<file path="config.mk">
export PLATFORM = sky130hd
export DESIGN_NAME = instr_loader
export DESIGN_NICKNAME = d
export VERILOG_FILES = /design/src/rtl/instr_loader_pkg.sv /design/src/rtl/instr_loader.sv
export SDC_FILE = /design/constraint.sdc
export NUM_CORES = 1
export LEC_CHECK = 0
export BUFFER_PORTS_ARGS = -buffer_cell sky130_fd_sc_hd__buf_2
export CAP_MARGIN = 20
export CORE_MARGIN = 5
export CORE_UTILIZATION = 60
export CTS_CLUSTER_SIZE = 28
export DETAILED_ROUTE_END_ITERATION = 12
export HOLD_SLACK_MARGIN = 0.06
export PLACE_DENSITY = 0.84
export SLEW_MARGIN = 5
export SYNTH_ARGS = -nofsm -noshare
export SYNTH_HDL_FRONTEND = slang
export SYNTH_SLANG_ARGS = --single-unit
</file>
<file path="constraint.sdc">
create_clock -name clk -period 11.84 [get_ports clk]
set_clock_uncertainty 0.05 [all_clocks]
set_input_delay 2.368 -clock clk [delete_from_list [all_inputs] [get_ports clk]]
set_output_delay 2.368 -clock clk [all_outputs]
set_load 0.02 [all_outputs]
</file>
<file path="src/rtl/instr_loader_pkg.sv">
// Shared types and constants for the instruction loader: FSM encoding and word geometry.
package instr_loader_pkg;

  localparam int WORD_W         = 32;
  localparam int BYTES_PER_WORD = 4;
  localparam int IDX_W          = $clog2(BYTES_PER_WORD);

  typedef enum logic [1:0] {
    ST_IDLE  = 2'd0,
    ST_RECV  = 2'd1,
    ST_WRITE = 2'd2,
    ST_DONE  = 2'd3
  } load_state_t;

endpackage

</file>
<file path="src/rtl/instr_loader.sv">
// Streams big-endian bytes into 32-bit words and writes them to instruction memory, then releases the CPU.
// One im_we cycle after every 4th accepted byte; byte_ready is registered and drops for the write cycle.
module instr_loader
  import instr_loader_pkg::*;
#(
  parameter logic [31:0] ADDR_BASE = 32'h0000_0000,
  parameter int          MAX_WORDS = 64
) (
  input  logic        clk,
  input  logic        reset,
  input  logic        load_start,
  input  logic [7:0]  word_count,
  input  logic        byte_valid,
  input  logic [7:0]  byte_data,
  output logic        byte_ready,
  output logic        im_we,
  output logic [31:0] im_addr,
  output logic [31:0] im_wdata,
  output logic        busy,
  output logic        cpu_run
);

  localparam logic [8:0] MAX_W9 = 9'(MAX_WORDS);

  load_state_t        state;
  logic [8:0]         remaining;
  logic [31:0]        addr;
  logic [WORD_W-1:0]  word;
  logic [IDX_W-1:0]   byte_idx;
  logic [8:0]         clamped_count;
  logic [WORD_W-1:0]  next_word;

  assign clamped_count = ({1'b0, word_count} > MAX_W9) ? MAX_W9 : {1'b0, word_count};
  assign next_word     = {word[WORD_W-9:0], byte_data};

  always_ff @(posedge clk or posedge reset) begin
    if (reset) begin
      state      <= ST_IDLE;
      remaining  <= '0;
      addr       <= ADDR_BASE;
      word       <= '0;
      byte_idx   <= '0;
      byte_ready <= 1'b0;
      im_we      <= 1'b0;
      im_addr    <= ADDR_BASE;
      im_wdata   <= '0;
      busy       <= 1'b0;
      cpu_run    <= 1'b0;
    end else begin
      im_we <= 1'b0;
      case (state)
        ST_IDLE, ST_DONE: begin
          if (load_start) begin
            addr      <= ADDR_BASE;
            byte_idx  <= '0;
            remaining <= clamped_count;
            if (clamped_count == 9'd0) begin
              // Empty program: go straight to run without touching memory.
              state      <= ST_DONE;
              cpu_run    <= 1'b1;
              busy       <= 1'b0;
              byte_ready <= 1'b0;
            end else begin
              state      <= ST_RECV;
              cpu_run    <= 1'b0;
              busy       <= 1'b1;
              byte_ready <= 1'b1;
            end
          end
        end

        ST_RECV: begin
          if (byte_valid) begin
            word     <= next_word;
            byte_idx <= byte_idx + 1'b1;
            if (byte_idx == IDX_W'(BYTES_PER_WORD - 1)) begin
              state      <= ST_WRITE;
              byte_ready <= 1'b0;
              im_we      <= 1'b1;
              im_addr    <= addr;
              im_wdata   <= next_word;
            end
          end
        end

        ST_WRITE: begin
          addr      <= addr + 32'd4;
          remaining <= remaining - 9'd1;
          byte_idx  <= '0;
          if (remaining == 9'd1) begin
            state   <= ST_DONE;
            busy    <= 1'b0;
            cpu_run <= 1'b1;
          end else begin
            state      <= ST_RECV;
            byte_ready <= 1'b1;
          end
        end

        default: begin
          state      <= ST_IDLE;
          byte_ready <= 1'b0;
          busy       <= 1'b0;
          cpu_run    <= 1'b0;
        end
      endcase
    end
  end

endmodule

</file>
After elaboration in Yosys (flattened, before gate mapping) --
Cells that the tools add are included.
Storage, ports and cells: bits of input ports 20, logic and storage cells 65, register bits 137, output and inout bits 68
Operators by class: reduce and logical (&&, ||, !) cells 11, add/sub/neg operators 3, equal/unequal tests 10, muxes and demuxes 29, magnitude comparators 1
Operators by type and width (count):
- 32-bit case mux with 2 select lines | 1
- 32-bit by 3-bit adder with 32-bit output, second input constant | 1
- 32-bit two-way mux | 1
- 9-bit case mux with 2 select lines | 1
- 2-bit two-way mux | 7
- 1-bit two-way mux | 12
- 2-bit case mux with 3 select lines | 2
- 2-bit != test, second input constant | 5
- 9-bit by 1-bit == test with 1-bit output, second input constant | 1
- 9-bit logical NOT | 1
- 9-bit two-way mux | 1
- 3-bit AND reduction | 3
- 9-bit by 1-bit subtractor with 9-bit output, second input constant | 1
- 8-bit by 7-bit greater-than comparator with 1-bit output, second input constant | 1
- 8-bit two-way mux | 1
- 2-bit == test, second input constant | 3
- 2-bit AND reduction | 3
- 1-bit case mux with 2 select lines | 2
- 4-bit AND reduction | 1
- 1-bit case mux with 3 select lines | 1
- 2-bit by 1-bit adder with 2-bit output, second input constant | 1
- 2-bit by 1-bit == test with 1-bit output, second input constant | 1
- 2-bit logical NOT | 1
- 2-bit nonzero test | 1
- 2-bit OR reduction | 1

Depth between registers and ports, before layout --
word-level depth 6, depth in mapped cells 7, mapped depth without buffers 6

Worst setup path after synthesis --
Ideal clock, no wire load.
kind input to register, from in load_start, to reg addr[28], data arrival time 3.892 ns, setup slack 7.820 ns, data required time 11.713 ns, cell stages on the path 6, cells stage by stage buf_2 > mux2i_1 > or4_1 > clkbuf_1 > or4_1 > a21oi_1
Between the ends: longest elaborated chain between the ends 2
RTL lines:
- start, declared | RTL line instr_loader.sv:11 | input logic load_start,
- 2-bit != test (no line)
- 2-bit AND reduction (no line)
- end signal, assigned | RTL line instr_loader.sv:87 | addr <= addr + 32'd4;
- end, declared | RTL line instr_loader.sv:27 | logic [31:0] addr;
Every way passes these cells. A chain may end at the register's enable or synchronous reset.

Final worst setup path --
from in load_start, to reg addr[30]
Same word-level chain as after synthesis.

==> out/results.txt <==
Post-synth EDFFs - 0
Number of gates resized after CTS - 0
Port Buf Inserts - 85
Most common cell after layout, fill and taps aside - dfrtp_1
Seq/Total Area, Yosys - 0.580
Most frequent cells in the layout - 133 x dfrtp_1, 85 x buf_2, 83 x mux2_2
First drt pass iteration count - 4
TritonCTS clock tree - yes
Highest clock rate - 262 MHz
CP Capture Type - register
Total Wirelength - 11,800 um
Initial Utilization - 0.618
Core Util, Final - 0.743
Final min period - 3820 ps
Initial antenna violation count - 0
Routed vias/inst - 5.78
CTS Buf Count - 17
Post-synth ARST share - 1.00
Max Root-Sink Buffers - 2
PD cells - 235 nW/um^2
Core region area - 9280 um^2
Final Net Count - 582
Worst R2R Path Depth - 7
P_leak - 3.41 nW
Post-Syn Area - 5740 um^2
Mapped Avg Cell Area - 12.2 um^2
Worst hold path class - reg2reg
Status - finished clean
Cells after Synth - 471
Post-CTS Hold Buffers - 0
Placed cells - 663
GR Overflow Total - 0
Global-route wire length before repair - 19,800 um
Worst R2R End - addr[30]
Cells on Worst Hold Path - 2
Yosys warns - 0
Layout cells sized above 1 - 0.363
#FFs+latches synth - 133
Slew Limit Headroom - 0.358
First DRT Iteration DRCs - 164
Mean routed wirelength per cell - 16.9 um
DRC viols - 0
Htree depth - 4
Reg clk slew, reported paths - 60 ps
Clock root buffer - clkbuf_8
GP Congestion - 0.829
Netlist cell types - 44
Crit Path Max Fanout - 13
Std cell rows - 35
Die H - 108 um
Critical Path RT - 12,210 ps
Cell Count, Final, Fillers Out - 697
Max-cap check violation count - 0
Worst-Margin Slew - 962 ps
Tot GR Track Use - 0.216
Slew Viols, Final - 0
Final Cycle Share - 0.323
# setup viols final - 0
Category of the worst setup path launch point - primary input
Critical path class - in2reg
CP arrival - 4190 ps
Fin Setup TNS - 0 ps
Die width - 108 um
Total Power - 1.62 mW
Vias in the first global route - 4,025
CTS sink cnt - 133
Largest net degree at the start of global routing - 77
Clk Latency, worst-skew pair - 520 ps
Dpl hpwl - 7620 um
Hold EP - im_addr[9]
HP Start - im_addr[9]
Die area - 11,600 um^2
Critical R2R Launch - state[0]
Endpoints failing hold - 0
Setup bufs post-CTS - 0
Main synth FF type - dfrtp_1
Antenna Cells - 0
R2R Setup Slk - 8930 ps
RSZ-0062 raised after global routing - no
Max rail drop VDD - 0.202 mV
Io pins - 88
Layout area overhead - 20.1%
Vias post-DR - 4,031
Final ANT Viol Nets - 0
==> layer usage <==
layer | track usage | vias up | routed length, um
met3 | 0.0492 | 22 | 560
met1 | 0.282 | 2006 | 5040
met5 | 0 | - | 0
li1 | - | 1894 | -
met2 | 0.353 | 109 | 5980
met4 | 0.0830 | 0 | 203
==> power by group <==
| part | switching (mW) | internal, mW | leakage, nW |
|---|---|---|---|
| Clock | 0.201 | 0.328 | 0.292 |
| Sequential | 0.0707 | 0.568 | 1.78 |
| Combinational | 0.262 | 0.191 | 1.34 |
| Total | 0.533 | 1.09 | 3.41 |
==> worst max-delay path: stages <==
cell and delay, ps:
buf_2 140, mux2i_1 110, buf_4 230, or4_1 660, or4_1 510, a21oi_1 160
==> cell type report <==
class	instances	area [um^2]
inverters	15	58.8
multi-input cells	300	2270
well taps	129	161
flip-flops and latches	133	3330
repair buffers	88	468
clock inverters	14	176
fillers	633	2390
clock buffers	18	428
==> worst max-delay path by stage <==
| stage | start | endpoint | slack, ps | cells past startpoint |
|---|---|---|---|---|
| 2_1_floorplan | reset | addr[10] | 5870 | 1 |
| 3_3_place_gp | load_start | addr[28] | 7510 | 5 |
| 3_5_place_dp | load_start | addr[30] | 7430 | 5 |
| 4_1_cts | load_start | addr[30] | 7960 | 5 |
| 5_1_grt | load_start | addr[30] | 7940 | 6 |
| 6_report | load_start | addr[30] | 8020 | 6 |
==> cells in the mapped netlist (4+ instances only) <==
master    number  share of area
dfrtp_1      133           0.58
a21oi_1       23          0.020
a31oi_1        4         0.0044
nand2b_1       5         0.0054
or3_1          6         0.0065
inv_1         14         0.0092
nor4_1         7         0.0076
clkbuf_1      18          0.012
mux2_2        83           0.16
o31ai_1       15          0.020
o21ai_0       19          0.017
ha_1           7          0.015
and3_1         4         0.0044
nor2_1        16          0.010
nand4_1        7         0.0076
nand3_1       18          0.016
nand2_1       28          0.018
mux2i_1        7          0.012
xor2_1         6         0.0092
or4_1         12          0.016
==> logic make-up after synthesis <==
| group | after synthesis | synth area share |
|---|---|---|
| xor gates and xnor gates | 7 | 0.0107 |
| other | 1 | 0.000653 |
| buffers and inverters | 39 | 0.0270 |
| DFF | 133 | 0.580 |
| muxes | 90 | 0.175 |
| and+or+nand+nor | 118 | 0.110 |
| AOI/OAI and AO/OA | 76 | 0.0817 |
| adders and majority gates | 7 | 0.0153 |
==> state kept, by name, summed over array words and instances (netlist names) <==
register / count
im_wdata: 32
addr: 30
im_addr: 30
word: 24
remaining: 9
byte_idx: 2
state: 2
busy: 1
byte_ready: 1
cpu_run: 1
im_we: 1
==> stage by stage <==
stage	hold WS, ps	instance area, um^2	setup WS (ps)
floorplan	407	5740	5870
global placement	410	6250	7510
detailed placement	415	6250	7430
CTS	429	6860	7960
global route	453	6890	7940
finish	422	6890	8020
(Power assumes the default switching activity.)
